### src/rtl/otn_deframer_if.sv
// Payload byte stream from the deframer to the UART transmit path.
//   o_data  : payload byte
//   o_valid : o_data valid
//   i_ready : consumer accepts o_data when o_valid && i_ready
interface otn_deframer_if;
  localparam int unsigned DATA_W = 8;

  logic [DATA_W-1:0] o_data;
  logic              o_valid;
  logic              i_ready;

  modport master (output o_data, output o_valid, input i_ready);
  modport slave  (input o_data, input o_valid, output i_ready);
endinterface

### src/rtl/otn_deframer.sv
// Receive-side OTN deframer and stop-and-wait ARQ responder.
// Hunts for 0x7E on the serial line, shifts in SEQ/payload/CRC (MSB first),
// checks CRC-8 (poly 0x07, init 0), acks good and duplicate frames, and drains
// accepted payload bytes over a valid/ready stream.
//   i_clk, i_rst      : clock, synchronous active-high reset
//   i_otn_tx_data     : serial frame line, idles high
//   o_otn_rx_ack      : ack pulse back to the sender (ACK_LEN cycles)
//   rx_out            : payload byte stream (o_data/o_valid/i_ready)
//   o_crc_val         : CRC byte of the last completed frame
//   o_crc_err, o_dup  : one-cycle pulses for CRC mismatch / duplicate frame
module otn_deframer #(
  parameter int unsigned PAYLOAD_BYTES = 1,
  parameter int unsigned ACK_LEN       = 4
) (
  input  logic           i_clk,
  input  logic           i_rst,
  input  logic           i_otn_tx_data,
  output logic           o_otn_rx_ack,
  otn_deframer_if.master rx_out,
  output logic [7:0]     o_crc_val,
  output logic           o_crc_err,
  output logic           o_dup
);

  localparam int unsigned IDX_W    = $clog2(PAYLOAD_BYTES + 1);
  localparam int unsigned ACK_W    = $clog2(ACK_LEN + 1);
  localparam logic [7:0]  FLAG     = 8'h7E;
  localparam logic [7:0]  CRC_POLY = 8'h07;

  typedef enum logic [2:0] {HUNT, SEQ, PAYLOAD, CRC, CHECK} state_t;

  state_t           state;
  // Holds the 7 most recent line bits; with the current bit it forms the
  // 8-bit window (reset/clear value all ones).
  logic [6:0]       shreg;
  logic [2:0]       bit_cnt;
  logic [IDX_W-1:0] byte_idx;
  logic [IDX_W-1:0] rd_idx;
  logic [7:0]       crc_calc;
  logic [7:0]       seq_rx;
  logic [7:0]       crc_rx;
  logic [7:0]       last_seq;
  logic             last_valid;
  logic [ACK_W-1:0] ack_cnt;
  logic [7:0]       shadow [PAYLOAD_BYTES];
  logic [7:0]       drain  [PAYLOAD_BYTES];

  logic [7:0]       sh_next;
  logic [7:0]       crc_next;
  logic             frame_ok;
  logic             is_dup;
  logic             is_accept;
  logic [ACK_W-1:0] ack_next;

  // Line window, bitwise CRC step, and CHECK-cycle outcome decode.
  always_comb begin
    sh_next   = {shreg, i_otn_tx_data};
    crc_next  = {crc_calc[6:0], 1'b0} ^ ((crc_calc[7] ^ i_otn_tx_data) ? CRC_POLY : 8'h00);
    // A busy drain buffer (overrun) suppresses both dup and accept.
    frame_ok  = (state == CHECK) && (crc_calc == crc_rx) && !rx_out.o_valid;
    is_dup    = frame_ok && last_valid && (seq_rx == last_seq);
    is_accept = frame_ok && !is_dup;
    ack_next  = (ack_cnt != '0) ? ack_cnt - ACK_W'(1) : '0;
    if (is_dup || is_accept) ack_next = ACK_W'(ACK_LEN);
  end

  // Frame FSM, drain stream and ack counter.
  always_ff @(posedge i_clk) begin
    if (i_rst) begin
      state          <= HUNT;
      shreg          <= 7'h7F;
      bit_cnt        <= '0;
      byte_idx       <= '0;
      rd_idx         <= '0;
      crc_calc       <= '0;
      seq_rx         <= '0;
      crc_rx         <= '0;
      last_seq       <= '0;
      last_valid     <= 1'b0;
      ack_cnt        <= '0;
      o_otn_rx_ack   <= 1'b0;
      rx_out.o_data  <= '0;
      rx_out.o_valid <= 1'b0;
      o_crc_val      <= '0;
      o_crc_err      <= 1'b0;
      o_dup          <= 1'b0;
    end else begin
      o_crc_err    <= 1'b0;
      o_dup        <= 1'b0;
      ack_cnt      <= ack_next;
      o_otn_rx_ack <= (ack_next != '0);

      if (rx_out.o_valid && rx_out.i_ready) begin
        if (rd_idx == IDX_W'(PAYLOAD_BYTES)) begin
          rx_out.o_valid <= 1'b0;
        end else begin
          rx_out.o_data <= drain[rd_idx];
          rd_idx        <= rd_idx + IDX_W'(1);
        end
      end

      case (state)
        HUNT: begin
          shreg <= sh_next[6:0];
          if (sh_next == FLAG) begin
            state    <= SEQ;
            bit_cnt  <= '0;
            crc_calc <= '0;
          end
        end
        SEQ: begin
          shreg    <= sh_next[6:0];
          crc_calc <= crc_next;
          bit_cnt  <= bit_cnt + 3'd1;
          if (bit_cnt == 3'd7) begin
            seq_rx   <= sh_next;
            byte_idx <= '0;
            state    <= PAYLOAD;
          end
        end
        PAYLOAD: begin
          shreg    <= sh_next[6:0];
          crc_calc <= crc_next;
          bit_cnt  <= bit_cnt + 3'd1;
          if (bit_cnt == 3'd7) begin
            shadow[byte_idx] <= sh_next;
            if (byte_idx == IDX_W'(PAYLOAD_BYTES - 1)) state <= CRC;
            else byte_idx <= byte_idx + IDX_W'(1);
          end
        end
        CRC: begin
          shreg   <= sh_next[6:0];
          bit_cnt <= bit_cnt + 3'd1;
          if (bit_cnt == 3'd7) begin
            crc_rx <= sh_next;
            state  <= CHECK;
          end
        end
        CHECK: begin
          // Keep the current line bit so a flag starting here is still found.
          shreg     <= {6'h3F, i_otn_tx_data};
          state     <= HUNT;
          o_crc_val <= crc_rx;
          o_crc_err <= (crc_calc != crc_rx);
          o_dup     <= is_dup;
          if (is_accept) begin
            last_seq       <= seq_rx;
            last_valid     <= 1'b1;
            for (int i = 0; i < int'(PAYLOAD_BYTES); i++) drain[i] <= shadow[i];
            rx_out.o_data  <= shadow[0];
            rx_out.o_valid <= 1'b1;
            rd_idx         <= IDX_W'(1);
          end
        end
        default: state <= HUNT;
      endcase
    end
  end

endmodule

### src/flat_wrapper.sv
// flat-port wrapper written by rule: the top's interface ports become plain ports
module otn_deframer_flat 
#(
  parameter int unsigned PAYLOAD_BYTES = 1,
  parameter int unsigned ACK_LEN       = 4
)
  (i_clk, i_rst, i_otn_tx_data, o_otn_rx_ack, o_crc_val, o_crc_err, o_dup, rx_out_o_data, rx_out_o_valid, rx_out_i_ready);
  otn_deframer_if rx_out_i ();
  input  logic i_clk;
  input  logic i_rst;
  input  logic i_otn_tx_data;
  output logic o_otn_rx_ack;
  output logic [7:0] o_crc_val;
  output logic o_crc_err;
  output logic o_dup;
  output wire logic [$bits(rx_out_i.o_data)-1:0] rx_out_o_data;
  output wire logic [$bits(rx_out_i.o_valid)-1:0] rx_out_o_valid;
  input wire logic [$bits(rx_out_i.i_ready)-1:0] rx_out_i_ready;
  assign rx_out_o_data = rx_out_i.o_data;
  assign rx_out_o_valid = rx_out_i.o_valid;
  assign rx_out_i.i_ready = rx_out_i_ready;
  otn_deframer #(.PAYLOAD_BYTES(PAYLOAD_BYTES), .ACK_LEN(ACK_LEN)) u_core (.i_clk(i_clk), .i_rst(i_rst), .i_otn_tx_data(i_otn_tx_data), .o_otn_rx_ack(o_otn_rx_ack), .rx_out(rx_out_i), .o_crc_val(o_crc_val), .o_crc_err(o_crc_err), .o_dup(o_dup));
endmodule
### config.mk
export PLATFORM = sky130hd
export DESIGN_NAME = otn_deframer_flat
export DESIGN_NICKNAME = d
export VERILOG_FILES = /design/src/rtl/otn_deframer_if.sv /design/src/rtl/otn_deframer.sv /design/src/flat_wrapper.sv
export SDC_FILE = /design/constraint.sdc
export NUM_CORES = 1
export LEC_CHECK = 0
export BUFFER_PORTS_ARGS = -buffer_cell sky130_fd_sc_hd__buf_2
export CORE_MARGIN = 2
export CORE_UTILIZATION = 50
export CTS_CLUSTER_DIAMETER = 30
export DETAILED_ROUTE_END_ITERATION = 10
export GPL_ROUTABILITY_DRIVEN = 0
export PLACE_DENSITY = 0.7
export SLEW_MARGIN = 15
export SYNTH_ARGS = -nofsm -noshare
export SYNTH_HDL_FRONTEND = slang
export SYNTH_SLANG_ARGS = --single-unit
### constraint.sdc
create_clock -name i_clk -period 3.5 [get_ports i_clk]
set_input_delay 0.525 -clock i_clk [delete_from_list [all_inputs] [get_ports i_clk]]
set_output_delay 0.525 -clock i_clk [all_outputs]
set_load 0.005 [all_outputs]
After elaboration in Yosys (flattened, before gate mapping)
Memory sizes are Yosys's and may differ from the RTL's.
Cells that the tools add are included.
Widths: inputs -> output; s select.
{ "classes": {"n_addsub": 4, "n_eq_ne": 14, "mux": 38, "n_bitwise": 3, "n_reduce_logical": 27} }
{ "op_table": {"columns": ["cell", "n"], "rows": [
  ["$mux 8", 5],
  ["$mux 3", 9],
  ["$mux 1", 19],
  ["$eq 8x8->1", 2],
  ["$pmux 8 s2", 1],
  ["$pmux 7 s2", 1],
  ["$pmux 3 s4", 1],
  ["$reduce_and 2->1", 5],
  ["$eq 8x7->1 const B", 1],
  ["$ne 2x1->1 const B", 4],
  ["$ne 8x8->1", 1],
  ["$reduce_bool 2->1", 4],
  ["$xor 8x8->8", 1],
  ["$eq 3x2->1 const B", 2],
  ["$eq 3x3->1 const B", 2],
  ["$logic_and 1x1->1", 6],
  ["$pmux 3 s2", 1],
  ["$reduce_bool 3->1", 2],
  ["$reduce_and 5->1", 1],
  ["$reduce_or 2->1", 2],
  ["$reduce_or 4->1", 1],
  ["$add 3x1->3 const B", 1],
  ["$eq 3x1->1 const B", 1],
  ["$logic_not 3->1", 1],
  ["10 further kinds", 12]
]} }
{ "totals": {"regBits": 71, "mem_bits_rw": 16, "inputBits": 4, "out_inout_bits": 20, "wordCells": 105, "mem_count": 2} }
{ "mem_list": {"columns": ["memory", "depth", "word_bits", "read_ports", "rd_clocked_by_memory_dff", "wr", "line", "text"], "rows": [
  ["u_core.drain", 1, 8, 1, 0, 1, "otn_deframer.sv:46", "logic [7:0] drain [PAYLOAD_BYTES];"],
  ["u_core.shadow", 1, 8, 1, 0, 1, "otn_deframer.sv:45", "logic [7:0] shadow [PAYLOAD_BYTES];"]
]} }

Depth between registers and ports, before layout
Gate-level depths: netlist of the first run.
{ "logic_depth": {"word_depth": 11, "ltp_mapped": 8, "ltp_nobuf": 7} }

Least setup slack after synthesis of the first run
No wires, ideal clock.
{ "synth_timing": {"path_type": "register -> register", "start": "register u_core.state[0]", "end": "memory u_core.drain[0][0], enable pin", "t_arrival_ns": 1.900, "required_ns": 3.130, "path_slack_ns": 1.230, "path_stages_with_launch": 8, "n_path_buf": 3, "period_less_slack_ns": 2.270, "path_cell_list": "dfxtp_1 -> buf_6 -> nor3b_4 -> nand2b_1 -> or4_1 -> buf_2 -> buf_6 -> nor3_2"} }
{ "synth_between": {"elab_chain_cells": 11} }
{ "synth_rtl": {"columns": ["item", "line", "text"], "rows": [
  ["from (decl)", "otn_deframer.sv:32", "state_t state;"],
  ["from (signal assigned)", "otn_deframer.sv:70", "state <= HUNT;"],
  ["from (signal assigned)", "otn_deframer.sv:106", "state <= SEQ;"],
  ["from (signal assigned)", "otn_deframer.sv:118", "state <= PAYLOAD;"],
  ["$eq 3x3->1 (*)", "otn_deframer.sv:60, otn_deframer.sv:102", null],
  ["$logic_and 1x1->1 (2 in series)", "otn_deframer.sv:60", "frame_ok = (state == CHECK) && (crc_calc == crc_rx) && !rx_out.o_valid;"],
  ["$logic_and 1x1->1 (2 in series)", "otn_deframer.sv:61", "is_dup = frame_ok && last_valid && (seq_rx == last_seq);"],
  ["$logic_not 1->1", "otn_deframer.sv:62", "is_accept = frame_ok && !is_dup;"],
  ["$logic_and 1x1->1", "otn_deframer.sv:62", null],
  ["$mux 1", "otn_deframer.sv:146", "if (is_accept) begin"],
  ["$mux 1 (*)", "otn_deframer.sv:102", "case (state)"],
  ["$mux 1 (*)", "otn_deframer.sv:69", "if (i_rst) begin"],
  ["$mux 1 (implied by the code) (*)", "otn_deframer.sv:149", "for (int i = 0; i < int'(PAYLOAD_BYTES); i++) drain[i] <= shadow[i];"],
  ["to (decl)", "otn_deframer.sv:46", null]
]} }
Mark *: on every way between the ends. The rest lies on a longest branch, timed or not.

Final worst setup path of the first run
{ "layout_timing": {"start": "register u_core.state[2]", "end": "memory u_core.drain[0][4], enable pin"} }
The elaborated chain is that of the path after synthesis.

==> results.md, run 1 <==
- The run finished with clean final reports.
- Along the worst path, the maximum fanout reaches 27.
- The half-perimeter wire length of the detailed placement result is 4360 um.
- The die covers 0.00757 mm^2.
- The clock-pin slew on the worst setup and hold paths is 0.08 ns.
- The area of the mapped netlist is 0.00345 mm^2.
- The leading register cell type out of synthesis is sky130_fd_sc_hd__dfxtp_1.
- The count of warnings emitted by yosys is 0.
- The most common cell after layout, fill and taps aside is sky130_fd_sc_hd__dfxtp_1.
- Sequential cells were found to cover 54.6% of the synthesized design area.
- The via count of the first global-routing pass was 2250.
- The signal on the critical path passes through nor3b_4 > nand2b_1 > or4_1 > nor3_2.
- The clock arrives with 0.0108 ns of skew.
- The post-CTS repair timing setup buffer count is 0.
- The hold-fix buffer count after cts is 0.
- The share of total power consumed by net switching is 21.8%.
- After layout, the worst path uses 77.1% of the clock period.
- Summed over all layers, the global routing overflow is 0.
- Pin placement for this block handled 24 I/O pins.
- Yosys mapped a number of flops with a built-in enable equal to 16.
- Summed over all cells, the static leakage comes to 1.39 nW.
- The count of distinct cell types in the synthesized netlist is 35.
- The detail-routed via count per cell is 5.46.
- The combinational group share of total power is 1.4%.
- Data on the critical path is required at its endpoint by 3.49 ns.
- The pin count of the biggest net entering global routing is 39.
- Setup repair after global routing left no endpoint under its margin.
- For this run, the top clock speed supported by timing is 370 MHz.
- The CTS tree is built.
- Counting the buffers created by CTS gives 9.
- The cell sitting at the root of the clock tree is a sky130_fd_sc_hd__clkbuf_8.
- The floorplan step set the die width to 87.0 um.
- Among all stages on the critical path, the largest delay is contributed by sky130_fd_sc_hd__dfxtp_1.
- The number of pins exceeding their max-slew limit in the final report is 0.
- Including well taps, the total number of placed cells is 444.
- The global-route wire length before repair is 10800 um.
- The top cell types in the final layout, fill and taps aside, are 70 x sky130_fd_sc_hd__dfxtp_1, 63 x sky130_fd_sc_hd__nand2_1, 38 x sky130_fd_sc_hd__a21oi_1, 27 x sky130_fd_sc_hd__nor2_1, 23 x sky130_fd_sc_hd__buf_2.
- The sum of buffers and inverters on the critical path is 0.
- The clock insertion delay at the later pin of the skew report is 0.35 ns.
- In the synthesized netlist the async set-or-reset flop fraction comes to 0%.
- In this run, the number of DRC markers left after iteration 0 of detailed routing was 148.
- Cell internal power was estimated by the tool at 1.31 mW.
- No sink is reached through more buffers than the 2 on the longest clock path.
- The shortest period the worst path allows is 2.70 ns.
- The net count after synthesis is 365.
- After filler insertion, the fill cell instance count of the layout stands at 624.
- The average detailed-routed wire length per instance is 14.0 um.
- The flop and latch count out of synthesis is 86.
- The final hold violation count was 0.
- At the pin with the least slew margin, the transition time is 0.928 ns.
- IR analysis of the VDD net gives a maximum drop of 0.390 mV.
- The power density of the placed cells is 443 mW/mm^2.
- The share of power burned in the clock network is 38.5%.
- Data arrives at the worst endpoint at 2.69 ns.
- The part of the total power dissipated in sequential elements is 60.1%.
- The total wire length is 6460 um.
- The largest single stage delay on the critical path is 0.79 ns.
- For this design the total switching power over the nets is 0.366 mW.
- Once layout is complete, the cells apart from fillers number 460.
- The repair_antennas step left the layout with diodes totalling 0.
- Gates resized during post-CTS repair numbered 0.
- Setup violations remaining at the end of the flow were counted as 0.
- CTS built an H-tree with a depth of 3.
- Global routing used 18.5% of the available tracks across all layers.
- The final net count is 383.
- The post-route netlist has 14.5% of its cells at a drive strength greater than 1.
- The kind of cell with the highest combined delay on the critical path is simple AND/OR/NAND/NOR gates.
- The detailed-router iteration count before antenna repair is 5.
- The synthesized area per cell is 9.65 um^2.
- The category of the worst setup path capture point is a register.
- The height of the die is 87.0 um.
- The count of vias placed by the detailed router is 2510.
- Once the floorplan was initialized, standard cells occupied 51.3% of the core.
- The worst min-delay path category is register to register.
- The area growth from synthesis to layout is 9.95%.
- In this run the tightest slew margin relative to its limit is 37.8%.
- The number of design rule violations left after detail routing is 0.
- The number of port buffers is 23.
- STA classifies the critical path startpoint as a register.
- The cell count after synthesis came out at 357.
- Summing internal, switching and leakage power gives 1.68 mW.
- By startpoint and endpoint, the worst setup path is classified as register to register.
- Summed over all failing endpoints, the final setup total negative slack is 0 ns.
- The initialized floorplan defines 30 standard-cell rows.
- The total number of clock tree sinks is 86.
- The detail route stage leaves a number of antenna-violating nets equal to 0.
- The number of max-cap violations is 0.
- The number of antenna violations at the first check in global routing is 0.
- The floorplan core area is 0.00672 mm^2.
## worst paths after layout
kind | startpoint | endpoint | slack, ns | cells past startpoint
worst min register to register | u_core.o_crc_val[5] | u_core.o_crc_val[5] | 0.45 | 2
worst max register to register | u_core.state[2] | u_core.drain[0][4] | 0.80 | 4
worst max-delay path | u_core.state[2] | u_core.drain[0][4] | 0.80 | 4
worst min-delay path | u_core.o_crc_val[5] | u_core.o_crc_val[5] | 0.45 | 2
## layer usage
metal | vias to the layer above | GRT usage [%] | part of all wire (%)
met5 | - | 0 | 0
met4 | 0 | 6.96 | 1.3
met3 | 7 | 5.69 | 4.1
met2 | 40 | 27.9 | 46
met1 | 1184 | 25.1 | 49
li1 | 1279 | - | -
## cell type report
| type | count | area [um^2] | area share, % |
|---|---|---|---|
| Sequential cell | 86 | 1880 | 49.7 |
| Multi-Input combinational cell | 248 | 1460 | 38.4 |
| Timing Repair Buffer | 28 | 153 | 4.03 |
| Clock buffer | 10 | 149 | 3.93 |
| Tap cell | 80 | 100 | 2.64 |
| Clock inverter | 6 | 42.5 | 1.12 |
| Inverter | 2 | 7.51 | 0.198 |
## Yosys cell counts (all sizes together) (3+ instances only)
cell type | count | area share, %
dfxtp | 70 | 41
nand2 | 63 | 6.9
a21oi | 38 | 5.5
nor2 | 27 | 2.9
xnor2 | 20 | 5.1
nor3 | 18 | 3.1
edfxtp | 16 | 14
clkbuf | 14 | 1.5
o21ai | 11 | 2.4
mux2i | 10 | 2.9
a211oi | 9 | 2.0
a22oi | 9 | 2.0
nand3 | 8 | 1.2
buf | 7 | 1.4
nor3b | 7 | 1.9
o21bai | 6 | 1.3
ha | 4 | 1.5
nand2b | 3 | 0.54
nor4 | 3 | 0.73
## metrics by stage
| step | util, % | hold WS [ns] | area, um^2 | worst slack, ns |
|---|---|---|---|---|
| global route | 56.4 | 0.445 | 3790 | 0.550 |
| CTS | 56.4 | 0.445 | 3790 | 0.780 |
| global placement | 53.5 | 0.443 | 3600 | 0.850 |
| floorplan | - | 0.428 | 3450 | 1.23 |
| detailed placement | 53.5 | 0.444 | 3600 | 0.779 |
| finish | 56.4 | 0.454 | 3790 | 0.800 |
## logic make-up (layout without fill, tap and decap cells)
kind of cell / after synthesis / in the layout / share of synthesized area, %
adder cells (fa/ha/maj): 4 / 4 / 1.45
multiplexers: 10 / 10 / 2.90
flip-flops: 86 / 86 / 54.6
buffers and inverters: 23 / 46 / 3.16
AND/OR/NAND/NOR: 139 / 139 / 19.2
AO/OA/AOI/OAI: 74 / 74 / 13.3
XOR/XNOR: 21 / 21 / 5.34
## registers in the layout (all words and copies together) (netlist names), 3 cells and up
signal / cells
u_core.shadow: 8
u_core.ack_cnt: 3
u_core.crc_calc: 8
u_core.crc_rx: 8
u_core.drain: 8
u_core.o_crc_val: 8
u_core.shreg: 7
u_core.last_seq: 8
u_core.bit_cnt: 3
u_core.seq_rx: 8
u_core.rx_out.o_data: 8
u_core.state: 3
## power groups by stage
stage	Clock [mW]	Combinational, mW	Sequential, mW
after floorplan	0	0.0171	1.03
after global placement	0	0.0231	1.03
after detailed placement	0	0.0235	1.03
after CTS	0.674	0.0237	1.01
after global routing	0.709	0.0260	1.01
final	0.647	0.0235	1.01
## worst register-to-register path, delay by kind of cell (launching register included)
kind / cells / cell delay [ns]
flip-flops: 1 / 0.79
AND/OR/NAND/NOR: 4 / 1.55
No activity file was read; power rests on OpenSTA's default activity.
==> run 2, diff against run 1 <==
- PLACE_DENSITY: 0.7 -> 0.73
- clock period: 3.5 -> 2.19 ns (I/O delays scaled with it)
==> results.md, run 2 (synthesized netlist as in run 1, its figures left out) <==
- The ratio of final minimum period to clock period is 89.7% (+13 points).
- The slowest library cell on the worst path is sky130_fd_sc_hd__or4_1.
- The horizontal die dimension is 87.0 um (unchanged).
- The total wire length is 6520 um (+0.90%).
- The worst hold path begins at rx_out_i_ready.
- The count of vias placed by the detailed router came to 2546 (+1.4%).
- The height of the die is 87.0 um (unchanged).
- The global routing usage summed across all routing layers is 18.5% (-0.027 points).
- The measured slew at the worst slew-check pin is 0.493 ns (-0.435 ns).
- The endpoint with the worst hold slack is u_core.rx_out.o_valid.
- The floorplan core area is 0.00672 mm^2 (unchanged).
- The area growth from synthesis to layout is 11.8%.
- The clock-pin slew on the worst setup and hold paths was 0.09 ns (about the same).
- The maximum clock frequency is 509 MHz (+37%).
- The global-route congestion overflow total is 0 (unchanged).
- The final hold violation count is 0 (unchanged).
- The tree is rooted in a sky130_fd_sc_hd__clkbuf_8.
- TritonCTS built the clock tree.
- The critical path goes through xnor2_1 > nand4_1 > or4_1 > buf_4 > nor3_1 > a211oi_1.
- The worst min-delay path category is primary input to register.
- The global-route wire length before repair is 10900 um (+0.89%).
- The worst IR drop on VDD is 0.383 mV (-2.0%).
- The initial cell density of the core was 51.3% (unchanged).
- The number of max-cap violations was 0 (unchanged).
- The overall power of the completed layout was 2.65 mW (+58%).
- The post-CTS repair timing setup buffer count was 0 (unchanged).
- The final clock skew was 0.0117 ns (+0.000969 ns).
- The total number of clock tree sinks is 86 (unchanged).
- The non-filler instance count after layout was 470 (+2.2%).
- The number of design rule violations left after detail routing was 0 (unchanged).
- The shortest period the worst path allows is 1.96 ns (-0.735 ns).
- The run finished with clean final reports.
- The number of I/O pins is 24 (unchanged).
- The number of antenna violations at the first check in global routing was 0 (unchanged).
- The number of buffers on the longest clock path is 2 (unchanged).
- The detailed-router iteration count before antenna repair was 5 (unchanged).
- The number of placed instances with taps included is 454 (+2.3%).
- The via count of the first global-routing pass is 2321 (+3.2%).
- The pin count of the biggest net entering global routing is 27 (-31%).
- The cell depth of the worst min-delay path was 4 (+2).
- The largest fanout of any net on the critical path is 17 (-37%).
- The post-cts resize count came to 0 (unchanged).
- The number of diodes added for antenna fixing is 0 (unchanged).
- The initial DRC count is 110 (-26%).
- The number of port buffers came to 23 (unchanged).
- In the layout the commonest cells are 70 x sky130_fd_sc_hd__dfxtp_1, 63 x sky130_fd_sc_hd__nand2_1, 38 x sky130_fd_sc_hd__a21oi_1, 27 x sky130_fd_sc_hd__nor2_1, 23 x sky130_fd_sc_hd__buf_2.
- The most common cell after layout, fill and taps aside is sky130_fd_sc_hd__dfxtp_1.
- The type of origin of the critical path is a register.
- The longest individual stage delay on the worst path is 0.58 ns (-0.21 ns).
- The number of H-tree levels was 3 (unchanged).
- The cell depth of the worst flop-to-flop path is 6 (+2).
- The critical path is of the register to register type.
- The arrival time at the worst endpoint is 2.19 ns (-0.50 ns).
- The final net count was 393 (+2.6%).
- The detail-routed via count per cell is 5.42 (-0.72%).
- The number of standard-cell rows in the floorplan is 30 (unchanged).
- The worst max-slew margin expressed relative to the limit came to 67.0% (+29 points).
- The power density of the placed cells is 688 mW/mm^2 (+55%).
- The static power due to leakage is 1.44 nW (+3.0%).
- The die area is 0.00757 mm^2 (unchanged).
- Setup repair after global routing left no endpoint under its margin.
- The clock insertion delay at the later pin of the skew report is 0.35 ns (about the same).
- The half-perimeter wire length of the detailed placement result came to 4480 um (+2.7%).
- The number of failing setup endpoints in the final timing report is 0 (unchanged).
- The data required time at the worst endpoint was 2.42 ns (-1.07 ns).
- The terminus of the critical flop-to-flop path is u_core.rx_out.o_data[0].
- The fraction of the core area covered by cells at the end of the flow came to 57.3% (+0.95 points).
- The final total negative setup slack was 0 ns (unchanged).
- The total CTS buffers is 9 (unchanged).
- The startpoint identified for the worst register-to-register timing path is u_core.crc_calc[4].
- The reg-to-reg setup timing slack is 0.23 ns (-0.58 ns).
- The count of nets left with antenna violations after detail routing is 0 (unchanged).
- The category of the worst setup path capture point is a register.
- The fraction of layout instances using a drive strength above 1 was 16.7% (+2.2 points).
- The average detailed-routed wire length per instance came to 13.9 um (-1.2%).
- The hold-fix buffer count after cts was 0 (unchanged).
- The number of pins exceeding their max-slew limit in the final report is 0 (unchanged).
[run 2: critical path: cells and delay by family (launching register included)]
| family | cells | cell delay [ns] |
|---|---|---|
| flops | 1 | 0.39 |
| compound gates | 1 | 0.08 |
| simple gates | 3 | 0.97 |
| xor+xnor | 1 | 0.15 |
| buf+inv | 1 | 0.25 |
[run 2: per-layer routing]
layer,track usage (%),routed length (um),vias to the layer above
met5,0,0,-
met4,7.67,93,0
met3,3.70,242,9
met2,30.3,3130,49
met1,24.0,3050,1189
li1,-,-,1299
[run 2: final cells by class]
type	count	area, um^2
clock buffer	11	141
sequential	86	1880
fill	592	2870
tap	80	100
timing repair buffer	38	228
clock inverter	5	32.5
multi-input combinational	248	1460
inverter	2	7.51
[run 2: how the worst max path moves through the flow]
stage,start,end,slack (ns),depth (start not counted)
detailed placement,u_core.crc_rx[4],u_core.drain[0][4],0.25,4
finish,u_core.crc_calc[4],u_core.rx_out.o_data[0],0.23,6
floorplan,u_core.state[0],u_core.drain[0][0],0.05,7
CTS,u_core.crc_rx[4],u_core.rx_out.o_data[0],0.22,6
global placement,u_core.crc_calc[4],u_core.drain[0][4],0.28,4
global route,u_core.crc_calc[4],u_core.rx_out.o_data[0],0.11,6
[run 2: power by group]
part / switching, mW / total, mW / leakage (nW) / internal [mW]
clock: 0.553 / 0.998 / 0.0900 / 0.445
sequential: 0.00610 / 1.61 / 0.706 / 1.61
combinational: 0.0291 / 0.0415 / 0.641 / 0.0123
[run 2: through the flow]
stage          hold slack (ns)  setup slack (ns)  cell area [um^2]
6_report                 0.288             0.225              3850
4_1_cts                  0.275             0.219              3850
3_5_place_dp             0.440             0.246              3680
2_1_floorplan            0.427            0.0514              3450
5_1_grt                  0.294             0.105              3850
3_3_place_gp             0.437             0.277              3680
